$ cat config.mk
export PLATFORM = sky130hd
export DESIGN_NAME = serial_add_ctrl
export DESIGN_NICKNAME = d
export VERILOG_FILES = /design/src/rtl/serial_add_pkg.sv /design/src/rtl/full_adder.sv /design/src/rtl/serial_add_ctrl.sv
export SDC_FILE = /design/constraint.sdc
export NUM_CORES = 1
export LEC_CHECK = 0
export BUFFER_PORTS_ARGS = -buffer_cell sky130_fd_sc_hd__clkbuf_2
export CAP_MARGIN = 20
export CELL_PAD_IN_SITES_DETAIL_PLACEMENT = 1
export CELL_PAD_IN_SITES_GLOBAL_PLACEMENT = 1
export CORE_MARGIN = 3
export CORE_UTILIZATION = 47
export CTS_CLUSTER_SIZE = 16
export DETAILED_ROUTE_END_ITERATION = 12
export HOLD_SLACK_MARGIN = 0.05
export PLACE_DENSITY_LB_ADDON = 0.3
export SLEW_MARGIN = 20
export SYNTH_ARGS = -nofsm -noshare
export SYNTH_HDL_FRONTEND = slang
export SYNTH_SLANG_ARGS = --single-unit
$ cat constraint.sdc
create_clock -name clk -period 4.4 [get_ports clk]
set_input_delay 0.88 -clock clk [delete_from_list [all_inputs] [get_ports clk]]
set_output_delay 0.88 -clock clk [all_outputs]
set_load 0.01 [all_outputs]
$ cat src/rtl/serial_add_pkg.sv
// Shared definitions for the bit-serial adder controller: FSM encoding and default width.
package serial_add_pkg;

  localparam int DEFAULT_WIDTH = 8;

  typedef enum logic [1:0] {
    S_IDLE = 2'd0,
    S_ADD  = 2'd1,
    S_DONE = 2'd2
  } state_t;

endpackage

$ cat src/rtl/full_adder.sv
// Single-bit full adder cell, time-shared by serial_add_ctrl.
module full_adder (
  input  logic A,
  input  logic B,
  input  logic Cin,
  output logic Y,
  output logic Cout
);

  assign Y    = A ^ B ^ Cin;
  assign Cout = (A & B) | (Cin & (A ^ B));

endmodule

$ cat src/rtl/serial_add_ctrl.sv
// Bit-serial adder: one full_adder cell walks LSB to MSB over WIDTH cycles,
// with a start/busy/done handshake around it.
module serial_add_ctrl
  import serial_add_pkg::*;
#(
  parameter int WIDTH = DEFAULT_WIDTH
) (
  input  logic             clk,
  input  logic             rst_n,
  input  logic             start,
  input  logic [WIDTH-1:0] a,
  input  logic [WIDTH-1:0] b,
  output logic             busy,
  output logic             done,
  output logic [WIDTH-1:0] sum,
  output logic             cout
);

  localparam int CW = $clog2(WIDTH);
  localparam logic [CW-1:0] LAST = CW'(WIDTH - 1);

  state_t           state;
  state_t           state_next;
  logic [WIDTH-1:0] a_sh;
  logic [WIDTH-1:0] b_sh;
  logic [WIDTH-1:0] res_sh;
  logic [WIDTH-1:0] res_next;
  logic             carry;
  logic [CW-1:0]    cnt;
  logic             fa_y;
  logic             fa_cout;

  full_adder u_fa (
    .A    (a_sh[0]),
    .B    (b_sh[0]),
    .Cin  (carry),
    .Y    (fa_y),
    .Cout (fa_cout)
  );

  // Each new bit enters at the MSB so the LSB lands at bit 0 after WIDTH shifts.
  assign res_next = {fa_y, res_sh[WIDTH-1:1]};

  always_ff @(posedge clk or negedge rst_n) begin
    if (!rst_n) begin
      state <= S_IDLE;
    end else begin
      state <= state_next;
    end
  end

  always_comb begin
    state_next = state;
    case (state)
      S_IDLE:  if (start) state_next = S_ADD;
      S_ADD:   if (cnt == LAST) state_next = S_DONE;
      S_DONE:  state_next = S_IDLE;
      default: state_next = S_IDLE;
    endcase
  end

  always_comb begin
    busy = 1'b0;
    done = 1'b0;
    case (state)
      S_ADD:   busy = 1'b1;
      S_DONE:  done = 1'b1;
      default: ;
    endcase
  end

  always_ff @(posedge clk or negedge rst_n) begin
    if (!rst_n) begin
      a_sh   <= '0;
      b_sh   <= '0;
      res_sh <= '0;
      carry  <= 1'b0;
      cnt    <= '0;
      sum    <= '0;
      cout   <= 1'b0;
    end else begin
      case (state)
        S_IDLE: begin
          if (start) begin
            a_sh  <= a;
            b_sh  <= b;
            carry <= 1'b0;
            cnt   <= '0;
          end
        end
        S_ADD: begin
          a_sh   <= a_sh >> 1;
          b_sh   <= b_sh >> 1;
          res_sh <= res_next;
          carry  <= fa_cout;
          cnt    <= cnt + CW'(1);
          // Results are published only once the MSB has been added.
          if (cnt == LAST) begin
            sum  <= res_next;
            cout <= fa_cout;
          end
        end
        default: ;
      endcase
    end
  end

endmodule

==> results.ini, run 1 <==
[drt]
wl_per_cell_um = 16.5
firstDrtPassIters = 4
vias = 1120
drc_errors = 0
routed_wl_um = 3360
viasPerCell = 5.49
drt-initial-drc-count = 77
postRouteAntennaNets = 0

[placed_design]
portBuffers = 29
placed_area_sq_um = 1870
place.detailed.hpwl_um = 2360
place.gp.congestion = 0.738

[timing]
fmax_mhz = 318
relSlewSlack_pct = 37.8
fin_crit_sh_pct = 71.5
worst_clock_skew_ns = 0.00440
hold_viol = 0
slew_violations = 0
fin_crit_ns = 3.15
setup_violations = 0
whs_ns = 0.493
tightest_slew_ns = 0.933
rsz0062_at_grt = no
timing.setup.tns_ns = 0

[clocking]
clockBufferDepth = 2
postCtsSetupRepairBufs = 0
holdBufCountCts = 0
cts_tree = done
cts_root_buffer = clkbuf_8
cts_resized = 0
ctsHtreeMaxLevel = 2
cts.sinks = 38
cts_buffers = 5
clock_latency_ns = 0.29
clk_pin_slew_worst_paths_ns = 0.07

[power_and_ir_drop]
p_leak_nw = 0.903
seq_power_share_pct = 47.0
clockPowerShare_pct = 17.9
p_int_uw = 917
power_density_nw_per_um2 = 710
netSwitchingFraction_pct = 34.3
switchingPower_uw = 478
p_comb_share_pct = 35.1
ir_drop_uv = 272

[worst_hold_path]
hp-class = flop to flop

[yosys]
synth_async_sr_flop_share_pct = 100
synth_area_per_cell_sq_um = 13.1
ys.warnings.count = 0
synth_cells = 132
synthesis.area_sq_um = 1720
ys_seq_elements = 38
synthFlopType = dfrtp_1
ys_seq_area_share_pct = 55.2
synthesis.nets = 154
ys_types = 26
synth_edf_count = 0

[final_layout]
fin_nets = 179
fin_area_sq_um = 1960
areaGrowthSynthToFinish_pct = 13.9
n_antenna_cell = 0
drive_gt1_share_pct = 36.7

[global_routing]
overflow = 0
antenna_found_initial = 0
grt_pass1_vias = 1228
grt_usage_pct = 18.1
grt_max_degree = 39
grt_first_pass_wirelength_um = 6000

[run_status]
status = finished clean

[die]
die_y_um = 66.6
rows = 21
pin_count = 30
initial_core_util_pct = 50.1
design.core.area_sq_um = 3440
dieWidth_um = 66.6
die_area_sq_um = 4430

[critical_path]
end_kind = output pin
crit_required_ns = 3.52
critical_path.max_fanout = 30
max_stage_delay_ns = 0.88
critPathLaunchType = flop
cp.arrival_ns = 2.27
worstPathCellList = nand2b_1, clkinv_1, clkbuf_2
slowest_stage = dfrtp_1
worst-setup-path-type = flop to output pin

[run]
maxCapViolations = 0

## final timing paths
check,startpoint,to,slack (ns),depth (start not counted)
max in group asynchronous,rst_n,cout$_DFFE_PN0P_,3.11,1
min in group asynchronous,rst_n,sum[5]$_DFFE_PN0P_,0.72,1
max,state[1]$_DFFE_PN0P_,busy,1.25,3
min reg2reg,b_sh[7]$_DFFE_PN0P_,b_sh[7]$_DFFE_PN0P_,0.49,1
min,b_sh[7]$_DFFE_PN0P_,b_sh[7]$_DFFE_PN0P_,0.49,1
max reg2reg,state[1]$_DFFE_PN0P_,b_sh[3]$_DFFE_PN0P_,2.15,3
## through the flow
| stage | setup WS [ns] | instances | total power [mW] | util, % |
|---|---|---|---|---|
| after floorplan | 2.63 | 132 | 1.01 | - |
| after global placement | 1.67 | 196 | 1.12 | 54.3 |
| after detailed placement | 1.56 | 196 | 1.17 | 54.3 |
| after CTS | 1.24 | 204 | 1.41 | 57.0 |
| after global routing | 1.05 | 204 | 1.52 | 57.0 |
| final | 1.25 | 204 | 1.39 | 57.0 |
## logic make-up (layout without fill, tap and decap cells)
logic type               count (synthesis)  count (layout)  share of synthesized area, %
flip-flops                              38              38                          55.2
multiplexers                            17              17                          11.0
AO/OA/AOI/OAI                           22              22                          11.4
adder cells (fa/ha/maj)                  3               3                          2.61
AND/OR/NAND/NOR                         28              28                          13.6
buffers and inverters                   24              50                          6.24
## power groups by stage
| stage | sequential [mW] | combinational [mW] | clock, mW |
|---|---|---|---|
| 3_5_place_dp | 0.662 | 0.506 | 0 |
| 2_1_floorplan | 0.617 | 0.392 | 0 |
| 5_1_grt | 0.682 | 0.563 | 0.274 |
| 6_report | 0.655 | 0.490 | 0.249 |
| 4_1_cts | 0.657 | 0.505 | 0.252 |
| 3_3_place_gp | 0.647 | 0.471 | 0 |
## layout by cell type, fill, tap and decap left out, drive strengths merged, types with 2 or more instances in the layout
master  Yosys  final
a211oi      8      8
a221oi      3      3
a22o        3      3
clkbuf      2     35
clkinv      1      2
dfrtp      38     38
ha          2      2
inv        12     12
mux2       16     16
nor3b       9      9
nor4b      11     11
nor4bb      2      2
o221a       3      3
or4b        3      3
## cell usage after synthesis, types with 2 or more instances
| master | number | share of area (%) |
|---|---|---|
| a211oi_1 | 8 | 3.5 |
| a221oi_1 | 3 | 1.5 |
| a22o_1 | 3 | 1.5 |
| buf_2 | 8 | 2.3 |
| clkbuf_1 | 2 | 0.44 |
| dfrtp_1 | 38 | 55 |
| ha_1 | 2 | 1.5 |
| inv_1 | 12 | 2.6 |
| mux2_2 | 16 | 10 |
| nor3b_1 | 9 | 3.9 |
| nor4b_1 | 11 | 5.6 |
| nor4bb_1 | 2 | 1.2 |
| o221a_2 | 3 | 2.0 |
| or4b_1 | 3 | 1.7 |
## worst max-delay path, delay by kind of cell, from the launching register on
family	cells	cell delay (ns)
flops	1	0.88
buf+inv	2	0.57
simple gates	1	0.52
## per-layer routing
metal,GRT usage (%),vias up,share of wire (%)
met2,30.0,26,50
met4,5.33,0,0.89
met1,23.5,556,46
li1,-,534,-
met5,0,-,0
met3,4.55,4,3.7
## state kept, by name (all words and copies together), names as in the netlist
name,flops
cnt,3
state,2
a_sh,8
sum,8
res_sh,7
cout,1
carry,1
b_sh,8
## final cells by class
| type | count | area, sq um |
|---|---|---|
| fill | 365 | 1480 |
| multi-input combinational | 70 | 666 |
| sequential | 38 | 951 |
| timing repair buffer | 29 | 145 |
| tap | 46 | 57.6 |
| inverter | 13 | 48.8 |
| clock buffer | 6 | 82.6 |
| clock inverter | 2 | 12.5 |
Note: power is estimated with default switching activity, not from simulation.
==> run 2: changes to the inputs <==
- ABC_AREA: default -> 1
- CORE_UTILIZATION: 47 -> 41
- clock period: 4.4 -> 3 ns (I/O delays scaled with it)
==> run 2 against run 1 <==
Combinational power grew 76%. Critical path depth is the same. Clock skew up 0.0032 ns.
==> results.ini, run 2 <==
[yosys]
synth_cells = 216  ; +64%
synthMuxAreaShare_pct = 0  ; -11 points
synthesis.nets = 238  ; +55%
synth_fa_ha_area_share_pct = 2.50  ; -0.11 points
synth_top_family_by_area = simple AND/OR/NAND/NOR gates
synth_top_area_cell = dfrtp_1
synth_top_area_share_pct = 52.8  ; -2.3 points
ys_types = 20  ; -23%
synthFlopType = dfrtp_1
synthSimpleGateAreaFrac_pct = 26.3  ; +13 points
synthesis.area_sq_um = 1800  ; +4.4%
yosysMostFrequentCell = nand2_1
synth_area_per_cell_sq_um = 8.34  ; -36%
ys.warnings.count = 0  ; unchanged
synth_compound_area_share_pct = 7.16  ; -4.2 points
yosys-top-cells-count = nand2_1 (73), dfrtp_1 (38), inv_1 (36)
synth_async_sr_flop_share_pct = 100  ; unchanged
synthTopCellsByArea = dfrtp_1 (53%), nand2_1 (15%), nand3_1 (8.1%)
ys_seq_area_share_pct = 52.8  ; -2.3 points
synth_edf_count = 0  ; unchanged
ys_seq_elements = 38  ; unchanged
synth_xor_area_share_pct = 0  ; unchanged

[clocking]
cts_tree = done
clock_latency_ns = 0.29  ; about the same
cts.sinks = 38  ; unchanged
clk_pin_slew_worst_paths_ns = 0.08  ; about the same
cts_resized = 0  ; unchanged
ctsHtreeMaxLevel = 2  ; unchanged
holdBufCountCts = 0  ; unchanged
cts_buffers = 5  ; unchanged
postCtsSetupRepairBufs = 0  ; unchanged
cts_root_buffer = clkbuf_8
clockBufferDepth = 2  ; unchanged

[drt]
wl_per_cell_um = 13.1  ; -20%
highest_layer = met4
vias = 1407  ; +26%
met3_length_um = 140  ; +13%
route.met2.wl_um = 1810  ; +8.6%
wl_met1_um = 1880  ; +22%
drc_errors = 0  ; unchanged
postRouteAntennaNets = 0  ; unchanged
drt-initial-drc-count = 108  ; +40%
firstDrtPassIters = 4  ; unchanged
routed_wl_um = 3870  ; +15%
viasPerCell = 4.77  ; -13%

[die]
design.core.area_sq_um = 4120  ; +20%
die_y_um = 72.3  ; +8.6%
initial_core_util_pct = 43.8  ; -6.3 points
die_area_sq_um = 5220  ; +18%
rows = 23  ; +9.5%
dieWidth_um = 72.3  ; +8.6%
pin_count = 30  ; unchanged

[timing]
fin_ws_ns = 0.808  ; -0.445 ns
whs_ns = 0.453  ; -0.0399 ns
rsz0062_at_grt = no
fin_crit_ns = 2.19
worst_clock_skew_ns = 0.00760  ; +0.00320 ns
fmax_mhz = 456
tightest_slew_ns = 0.984  ; +0.0517 ns
relSlewSlack_pct = 34.4  ; -3.4 points
slew_violations = 0  ; unchanged
setup_violations = 0  ; unchanged
hold_viol = 0  ; unchanged
timing.setup.tns_ns = 0  ; unchanged
fin_crit_sh_pct = 73.1

[global_routing]
grt_first_pass_wirelength_um = 6740  ; +12%
overflow = 0  ; unchanged
grt_pass1_vias = 1404  ; +14%
grt_usage_pct = 16.7  ; -1.4 points
antenna_found_initial = 0  ; unchanged
grt_max_degree = 39  ; unchanged

[power_and_ir_drop]
ir_drop_uv = 444  ; +64%
p_comb_share_pct = 37.0  ; +1.9 points
switchingPower_uw = 897  ; +88%
total_power_mw = 2.33  ; +67%
seq_power_share_pct = 39.7  ; -7.3 points
netSwitchingFraction_pct = 38.5  ; +4.2 points
clockPowerShare_pct = 23.3  ; +5.4 points
p_int_mw = 1.43  ; +56%
power_density_nw_per_um2 = 1110  ; +56%
p_leak_nw = 1.19  ; +31%

[critical_path]
critPathLaunchType = flop
worst-setup-path-type = flop to output pin
crit_required_ns = 2.40  ; -1.12 ns
path_buf_inv = 2  ; unchanged
worstPathCellList = inv_4, nor2_4, clkbuf_2
timing.rr.end = a_sh[5]$_DFFE_PN0P_
slowest_stage = dfrtp_1
max_stage_delay_ns = 0.83  ; -0.05 ns
cp.arrival_ns = 1.59  ; -0.68 ns
end_kind = output pin
reg2regPathDepth = 4  ; +1
crit_family = flip-flops
critical_path.max_fanout = 18  ; -40%
rrSetupSlack_ns = 1.19  ; -0.96 ns
reg2reg_from = state[0]$_DFFE_PN0P_

[placed_design]
place.detailed.hpwl_um = 2560  ; +8.7%
place.gp.congestion = 0.673  ; -8.8%
place_ws_ns = 1.13  ; -0.428 ns
dp_cells = 287  ; +46%
portBuffers = 29  ; unchanged

[final_layout]
final_cell_mix = nand2_1 (73), dfrtp_1 (38), inv_1 (36)
fin_nets = 266  ; +49%
n_antenna_cell = 0  ; unchanged
reg_top3 = a_sh x8, b_sh x8, sum x8
finalNonFillerCells = 295  ; +45%
drive_gt1_share_pct = 21.2  ; -15 points
areaGrowthSynthToFinish_pct = 16.5
fillers = 532  ; +46%
layout_commonest_cell = nand2_1

[run]
maxCapViolations = 0  ; unchanged

[worst_hold_path]
hp-class = input port to asynchronous set/reset pin

[run_status]
status = finished clean

## run 2: logic make-up after synthesis
| kind of cell | after synthesis |
|---|---|
| DFF | 38 |
| and+or+nand+nor | 109 |
| buffers and inverters | 47 |
| AOI/OAI and AO/OA | 19 |
| adders and majority gates | 3 |
## run 2: cell type report
| type | instances | area (sq um) | share of cell area [%] |
|---|---|---|---|
| clock buffers | 6 | 82.6 | 3.94 |
| clock inverters | 2 | 60.1 | 2.86 |
| inverters | 39 | 149 | 7.10 |
| multi-input cells | 131 | 647 | 30.8 |
| flip-flops and latches | 38 | 951 | 45.3 |
| well taps | 50 | 62.6 | 2.98 |
| repair buffers | 29 | 145 | 6.92 |
## run 2: worst max path at each step
stage / from / end / depth (start not counted)
finish: state[0]$_DFFE_PN0P_ / busy / 3
global route: state[0]$_DFFE_PN0P_ / busy / 3
CTS: state[0]$_DFFE_PN0P_ / busy / 3
detailed placement: state[0]$_DFFE_PN0P_ / busy / 3
global placement: state[0]$_DFFE_PN0P_ / busy / 3
floorplan: state[0]$_DFFE_PN0P_ / done / 3
## run 2: stage by stage
step | util, % | instance area [sq um]
4_1_cts | 51.0 | 2100
2_1_floorplan | - | 1800
6_report | 51.0 | 2100
3_5_place_dp | 47.5 | 1950
5_1_grt | 51.0 | 2100
3_3_place_gp | 47.5 | 1950
## run 2: routing by layer
layer | up-vias | GRT usage (%)
li1 | 711 | -
met1 | 669 | 22.9
met2 | 21 | 26.3
met3 | 6 | 3.74
met4 | 0 | 5.64
met5 | - | 0
## run 2: power by group through the flow
stage	logic [mW]	clock network [mW]	registers [mW]
6_report	0.861	0.543	0.924
5_1_grt	1.01	0.569	0.951
4_1_cts	0.885	0.546	0.926
3_5_place_dp	0.873	0	0.934
3_3_place_gp	0.835	0	0.919
2_1_floorplan	0.674	0	0.893
